`src/rtl/out_share_arbiter.sv`:
```
// out_share_arbiter: round-robin arbiter that lets one requester at a time drive a shared output bit.
// Ports: clk, rst (sync, active-high); req/data_in per requester;
// grant (registered, one-hot-or-zero), out/out_valid (registered shared data), busy (HOLD or GAP).
module out_share_arbiter #(
   parameter int NUM_REQ = 4,
   parameter int HOLD    = 3
) (
   input  logic               clk,
   input  logic               rst,
   input  logic [NUM_REQ-1:0] req,
   input  logic [NUM_REQ-1:0] data_in,
   output logic [NUM_REQ-1:0] grant,
   output logic               out,
   output logic               out_valid,
   output logic               busy
);
   localparam int PW = $clog2(NUM_REQ);
   typedef enum logic [1:0] {S_IDLE, S_HOLD, S_GAP} state_t;
   state_t state, state_nxt;
   logic [PW-1:0] ptr, winner, pick;
   logic [3:0] cnt;
   logic rel;
   assign rel = cnt == 4'd0 || !req[winner];
   always_ff @(posedge clk)
      state <= rst ? S_IDLE : state_nxt;
   always_comb
      state_nxt = state == S_HOLD ? (rel ? S_GAP : S_HOLD) : (|req ? S_HOLD : S_IDLE);
   always_comb
      busy = state != S_IDLE;
   // Scan downwards so the last hit is the first request at or after ptr.
   always_comb begin
      int j;
      pick = '0;
      j = 0;
      for (int i = NUM_REQ-1; i >= 0; i--) begin
         j = int'(ptr) + i;
         j = j >= NUM_REQ ? j - NUM_REQ : j;
         if (req[j]) pick = PW'(j);
      end
   end
   always_ff @(posedge clk) begin
      if (rst) begin
         grant     <= '0;
         out       <= 1'b0;
         out_valid <= 1'b0;
         ptr       <= '0;
         winner    <= '0;
         cnt       <= 4'd0;
      end else begin
         out_valid <= state == S_HOLD;
         if (state == S_HOLD) begin
            out <= data_in[winner];
            if (rel) begin
               grant <= '0;
               ptr   <= winner == PW'(NUM_REQ-1) ? '0 : winner + PW'(1);
            end else
               cnt <= cnt - 4'd1;
         end else if (|req) begin
            grant  <= NUM_REQ'(1) << pick;
            winner <= pick;
            cnt    <= 4'(HOLD-1);
         end else
            grant <= '0;
      end
   end
endmodule

```
`config.mk`:
```
export PLATFORM = sky130hd
export DESIGN_NAME = out_share_arbiter
export DESIGN_NICKNAME = d
export VERILOG_FILES = /design/src/rtl/out_share_arbiter.sv
export SDC_FILE = /design/constraint.sdc
export NUM_CORES = 1
export LEC_CHECK = 0
export ABC_AREA = 1
export BUFFER_PORTS_ARGS = -buffer_cell sky130_fd_sc_hd__buf_2
export CAP_MARGIN = 25
export CORE_MARGIN = 8
export CORE_UTILIZATION = 48
export DETAILED_ROUTE_END_ITERATION = 6
export PLACE_DENSITY = 0.73
export SETUP_SLACK_MARGIN = 0.2
export SYNTH_ARGS = -nofsm -noshare
export SYNTH_HDL_FRONTEND = slang
export SYNTH_SLANG_ARGS = --single-unit
```
`constraint.sdc`:
```
create_clock -name clk -period 1.33 [get_ports clk]
set_clock_uncertainty 0.2 [all_clocks]
set_input_delay 0.133 -clock clk [delete_from_list [all_inputs] [get_ports clk]]
set_output_delay 0.133 -clock clk [all_outputs]
set_load 0.005 [all_outputs]
```
# Yosys cells after proc, flatten, opt, wreduce, memory -nomap -nowiden
# Cells that the tools add are included.
# classes
addsub,9
mul,0
n_div,0
magnitude_cmp,9
eq_ne,4
shift,1
n_mux,34
bitwise,1
reduce_logical,9
# op_table
op,n
< comparator 32 x 4 -> 1 bit (second input constant),4
two-way mux 32 bit,4
two-way mux 4 bit,6
two-way mux 2 bit,7
binary-select mux 1 bit (select 2 bit),6
subtractor 3 x 3 -> 4 bit (second input constant),3
two-way mux 1 bit,11
>= comparator 3 bit (second input constant),3
adder 2 x 2 -> 3 bit (second input constant),2
AND reduction 2 bit,3
logical NOT 4 bit,1
!= test 2 bit (second input constant),2
nonzero test 2 bit,2
OR reduction 4 bit,1
left shift 1 x 2 -> 4 bit (first input constant),1
subtractor 2 x 3 -> 4 bit (second input constant),1
subtractor 4 x 1 -> 4 bit (second input constant),1
adder 2 x 1 -> 3 bit (second input constant),1
>= comparator 2 x 3 -> 1 bit (second input constant),1
< comparator 2 x 3 -> 1 bit (second input constant),1
adder 2 x 1 -> 2 bit (second input constant),1
== test 2 x 1 -> 1 bit (second input constant),1
== test 2 bit (second input constant),1
logical NOT 1 bit,1
2 further kinds,2
# word_totals
reg_bits,16
latch_bits,0
ram_bits,0
rom_bits,0
input_bits,10
out_inout_bits,7
memories,0

# Logic depth before layout (Yosys ltp)
# depth
depth_word,13
mapped_depth,13

# Least setup slack after synthesis
# No wires, ideal clock.
# synth_timing
path_kind,flip-flop to flip-flop
from,register ptr[0]
to,register grant[0]
setup_time_ns,0.117
arrival_time_ns,1.108
required_time_ns,1.013
setup_slack_ns,-0.095
path_stages_with_launch,14
path_buffers,1
period_less_slack_ns,1.425
path_cell_list,dfxtp_1 > buf_6 > inv_4 > nand2_1 > nand2_1 > nand2_4 > nand2_1 > inv_1 > nand3_1 > nand3_1 > nand2_2 > nor2_1 > nor2_1 > nor2_1
# synth_between
elab_chain_cells,13
elab_cells_between_ends,34
# synth_lines
item,line,source
start: declaration,20,"logic [PW-1:0] ptr, winner, pick;"
start signal: assignment,55,ptr <= winner == PW'(NUM_REQ-1) ? '0 : winner + PW'(1);
adder 2 x 2 -> 3 bit,36,j = int'(ptr) + i;
subtractor 3 x 3 -> 4 bit or >= comparator 3 bit (tied branches),37,j = j >= NUM_REQ ? j - NUM_REQ : j;
two-way mux 32 bit,37,
binary-select mux 1 bit (select 2 bit),38,if (req[j]) pick = PW'(j);
two-way mux 1 bit (not written as such) (2 in a row),38,
two-way mux 2 bit (3 in a row),38,
two-way mux 2 bit (*),38,
left shift 1 x 2 -> 4 bit (*),59,grant <= NUM_REQ'(1) << pick;
two-way mux 4 bit (*),58,end else if (|req) begin
two-way mux 4 bit (*),51,if (state == S_HOLD) begin
end signal: assignment,59,
end: declaration,12,"output logic [NUM_REQ-1:0] grant,"
# Every way passes the cells marked *; elsewhere a longest branch is shown, timed or not. The select of a mux whose other input is x is not followed.
# A chain may end at the register's enable or synchronous reset.

# Worst setup path after layout
# Ends and elaborated chain as after synthesis.

==> impl_metrics.csv <==
group,metric,value,unit
cts,cts_tree,"built",
setup_path,crit_start,"ptr[0]",
power,switching_share,0.436,
detailed_routing,wirelength_met1,1470,um
floorplanning,io_pins,17,
placement,place_ws,-257,ps
sta,setup-violations-final,14,
sta,fin_ws,-287,ps
detailed_routing,routed.top_layer,"met4",
finish,layout_common_cells,"buf_4, nand2_1, nand2_2, nor2_1, buf_2",
setup_path,crit_path_end_kind,"flip-flop",
setup_path,cp_cell_sequence,"buf_6 > inv_8 > nand2_1 > nand2_1 > nand2_2 > nand2_1 > inv_1 > nand3_1 > nand3_1 > nand2_2 > nor2_1 > nor2_1 > nor2_1",
flow_run,cap_violations,0,
power,irDropWorstVdd,1.11,mV
yosys,synth_cells,149,
placement,finalWeightedCongestion,0.839,
power,finalPower,2.28,mW
hold_path,hp-start,"data_in[0]",
sta,fmax,0.618,GHz
floorplanning,rows,16,
cts,clockBufferDepth,2,
setup_path,path_buf_inv,3,
sta,fin_crit,1620,ps
floorplanning,start_util,0.500,
setup_path,rr_worst_depth,13,
sta,relSlewSlack,0.798,
sta,slew_viol_final,0,
yosys,synth_top_family_by_area,"simple AND/OR/NAND/NOR gates",
sta,rsz0062_at_grt,"true",
yosys,synth_cell_type_count,22,
setup_path,worstReg2RegStart,"ptr[0]",
detailed_routing,vias,1265,
floorplanning,die_x,61.0,um
yosys,ys_seq_area_frac,0.330,
global_route,grt_usage,0.182,
global_route,grt_max_degree,10,
yosys,synth_compound_area_frac,0.117,
detailed_routing,routed_via_density,5.57,
finish,nets,214,
placement,hpwl,2060,um
setup_path,critical_path_depth,13,
setup_path,path_class,"reg -> reg",
setup_path,crit_arrival,1610,ps
yosys,synth_xor_area_frac,0,
yosys,synth-simple-area-share,0.410,
cts,cts-buffers-inserted,3,
detailed_routing,wl,3720,um
yosys,async_flop_share,0,
power,seqPwrFrac,0.290,
floorplanning,dieHeight,61.0,um
yosys,avgSynthCellArea,6.52,um2
setup_path,ff2ff_setup_slack,-290,ps
cts,cts_num_sinks,16,
outcome,status,"finished, violations left",
setup_path,required,1320,ps
yosys,synth_area,971,um2
cts,path_clk_slew,90,ps
floorplanning,core_area,0.00194,mm2
yosys,ys_ff_latch,16,
finish,syn2layout_area_growth,64.9,%
yosys,synth_edf_count,0,
cts,clk_latency,290,ps
power,comb_power_share,0.591,
power,p_sw,994,uW
detailed_routing,antenna_left,0,
global_route,overflow,0,
power,power_density,1420,mW/mm2
yosys,yosysWarningCount,0,
setup_path,setup.worst_path.start_class,"flip-flop",
setup_path,critPathTopFamily,"simple AND/OR/NAND/NOR gates",
sta,finalHoldViolations,0,
floorplanning,die-area,0.00372,mm2
global_route,grt_pass1_vias,1182,
sta,tns,-2510,ps
finish,drive_gt1_frac,0.585,
detailed_routing,met2_length,1850,um
cts,ctsRootBufferMaster,"clkbuf_4",
setup_path,cp_max_fo,7,
setup_path,crit_path_max_incr_delay,340,ps
yosys,synth-main-ff-cell,"dfxtp_1",
detailed_routing,drt_pass1_iterations,4,
power,p_leak,0.771,nW
detailed_routing,routed-wl-met3,201,um
yosys,synth.net_count,162,
detailed_routing,drc,0,
placement,portBuffers,16,
setup_path,cp_slowest_cell,"dfxtp_2",
power,clock_power_share,0.119,
detailed_routing,drt_iter0_drc,56,
sta,tightestPinTransition,300,ps
detailed_routing,wl_per_cell,16.4,um
finish,diodes,0,
setup_path,worstReg2RegEnd,"grant[0]",
cts,cts_max_level,1,
yosys,synthAdderAreaFrac,0.0387,
power,internal_power,1.28,mW
finish,postLayoutCoreUtil,0.825,
global_route,antenna_found_initial,0,
sta,hold_ws,30.9,ps
global_route,grt_pass1_wl,5100,um
outcome,violations,"setup timing",
sta,finalCritPeriodShare,1.22,
yosys,muxShareOfSynthArea,0,
hold_path,min_path_type,"in -> reg",
setup_path,cp-endpoint,"grant[0]",
finish,final_common_cell,"buf_4",
==> area by class of cell <==
cell class | instances | area (um2)
Multi-Input combinational cell | 109 | 737
Timing Repair Buffer | 49 | 372
Fill cell | 120 | 340
Sequential cell | 16 | 335
Inverter | 22 | 97.6
Tap cell | 27 | 33.8
Clock buffer | 4 | 26.3
==> power by group through the flow <==
stage	Sequential (mW)	Combinational [mW]	Clock, mW
2_1_floorplan	0.644	0.617	0
3_3_place_gp	0.634	0.938	0
3_5_place_dp	0.640	0.967	0
4_1_cts	0.634	1.06	0.269
5_1_grt	0.673	1.45	0.297
6_report	0.661	1.35	0.271
==> timing repair <==
action                     CTS  global route
setup endpoints to repair   16            18
gates resized for setup     19            43
hold buffers                 5             0
setup buffers                2             3
hold endpoints to repair     5             0
pin swaps                    6            13
==> synth_stat cells, types with 2 or more instances <==
cell type / instances / share of area
nand2_4: 2 / 0.023
inv_1: 17 / 0.066
nand2_2: 6 / 0.039
inv_2: 4 / 0.015
ha_1: 3 / 0.039
nand2_1: 35 / 0.14
a21oi_1: 12 / 0.062
dfxtp_1: 16 / 0.33
nand3_1: 15 / 0.077
nor2_1: 18 / 0.070
o21ai_0: 7 / 0.036
nand3_2: 4 / 0.041
==> worst min-delay path: stages <==
cell	delay (ps)
buf_2	80
nor2_1	30
o22ai_1	130
o21ai_1	90
inv_1	40
==> logic make-up (layout without fill, tap and decap cells) <==
kind of cell             after synthesis  in the layout
adder cells (fa/ha/maj)                3              3
AND/OR/NAND/NOR                       84             84
flip-flops                            16             16
buffers and inverters                 24             75
AO/OA/AOI/OAI                         22             22
==> worst min-delay path by stage <==
stage / to / slack [ps] / cells past startpoint
2_1_floorplan: cnt[2] / 130 / 3
3_3_place_gp: grant[3] / 190 / 2
3_5_place_dp: cnt[1] / 200 / 2
4_1_cts: out / 20 / 5
5_1_grt: out / 50 / 5
6_report: out / 30 / 5
==> sequential cells by signal (all words and copies together) (netlist names) <==
register and flops:
cnt 4, grant 4, ptr 2, state 2, winner 2, out 1, out_valid 1
==> metrics by stage <==
stage	std cells	instance area, um2
2_1_floorplan	149	1020
3_3_place_gp	213	1290
3_5_place_dp	213	1290
4_1_cts	224	1440
5_1_grt	227	1600
6_report	227	1600
==> per-layer routing <==
metal  GRT usage  vias up
met2       0.318       62
li1            -      578
met4      0.0963        0
met1       0.202      604
met5           0        -
met3      0.0339       21
No activity file was read; power rests on OpenSTA's default activity.
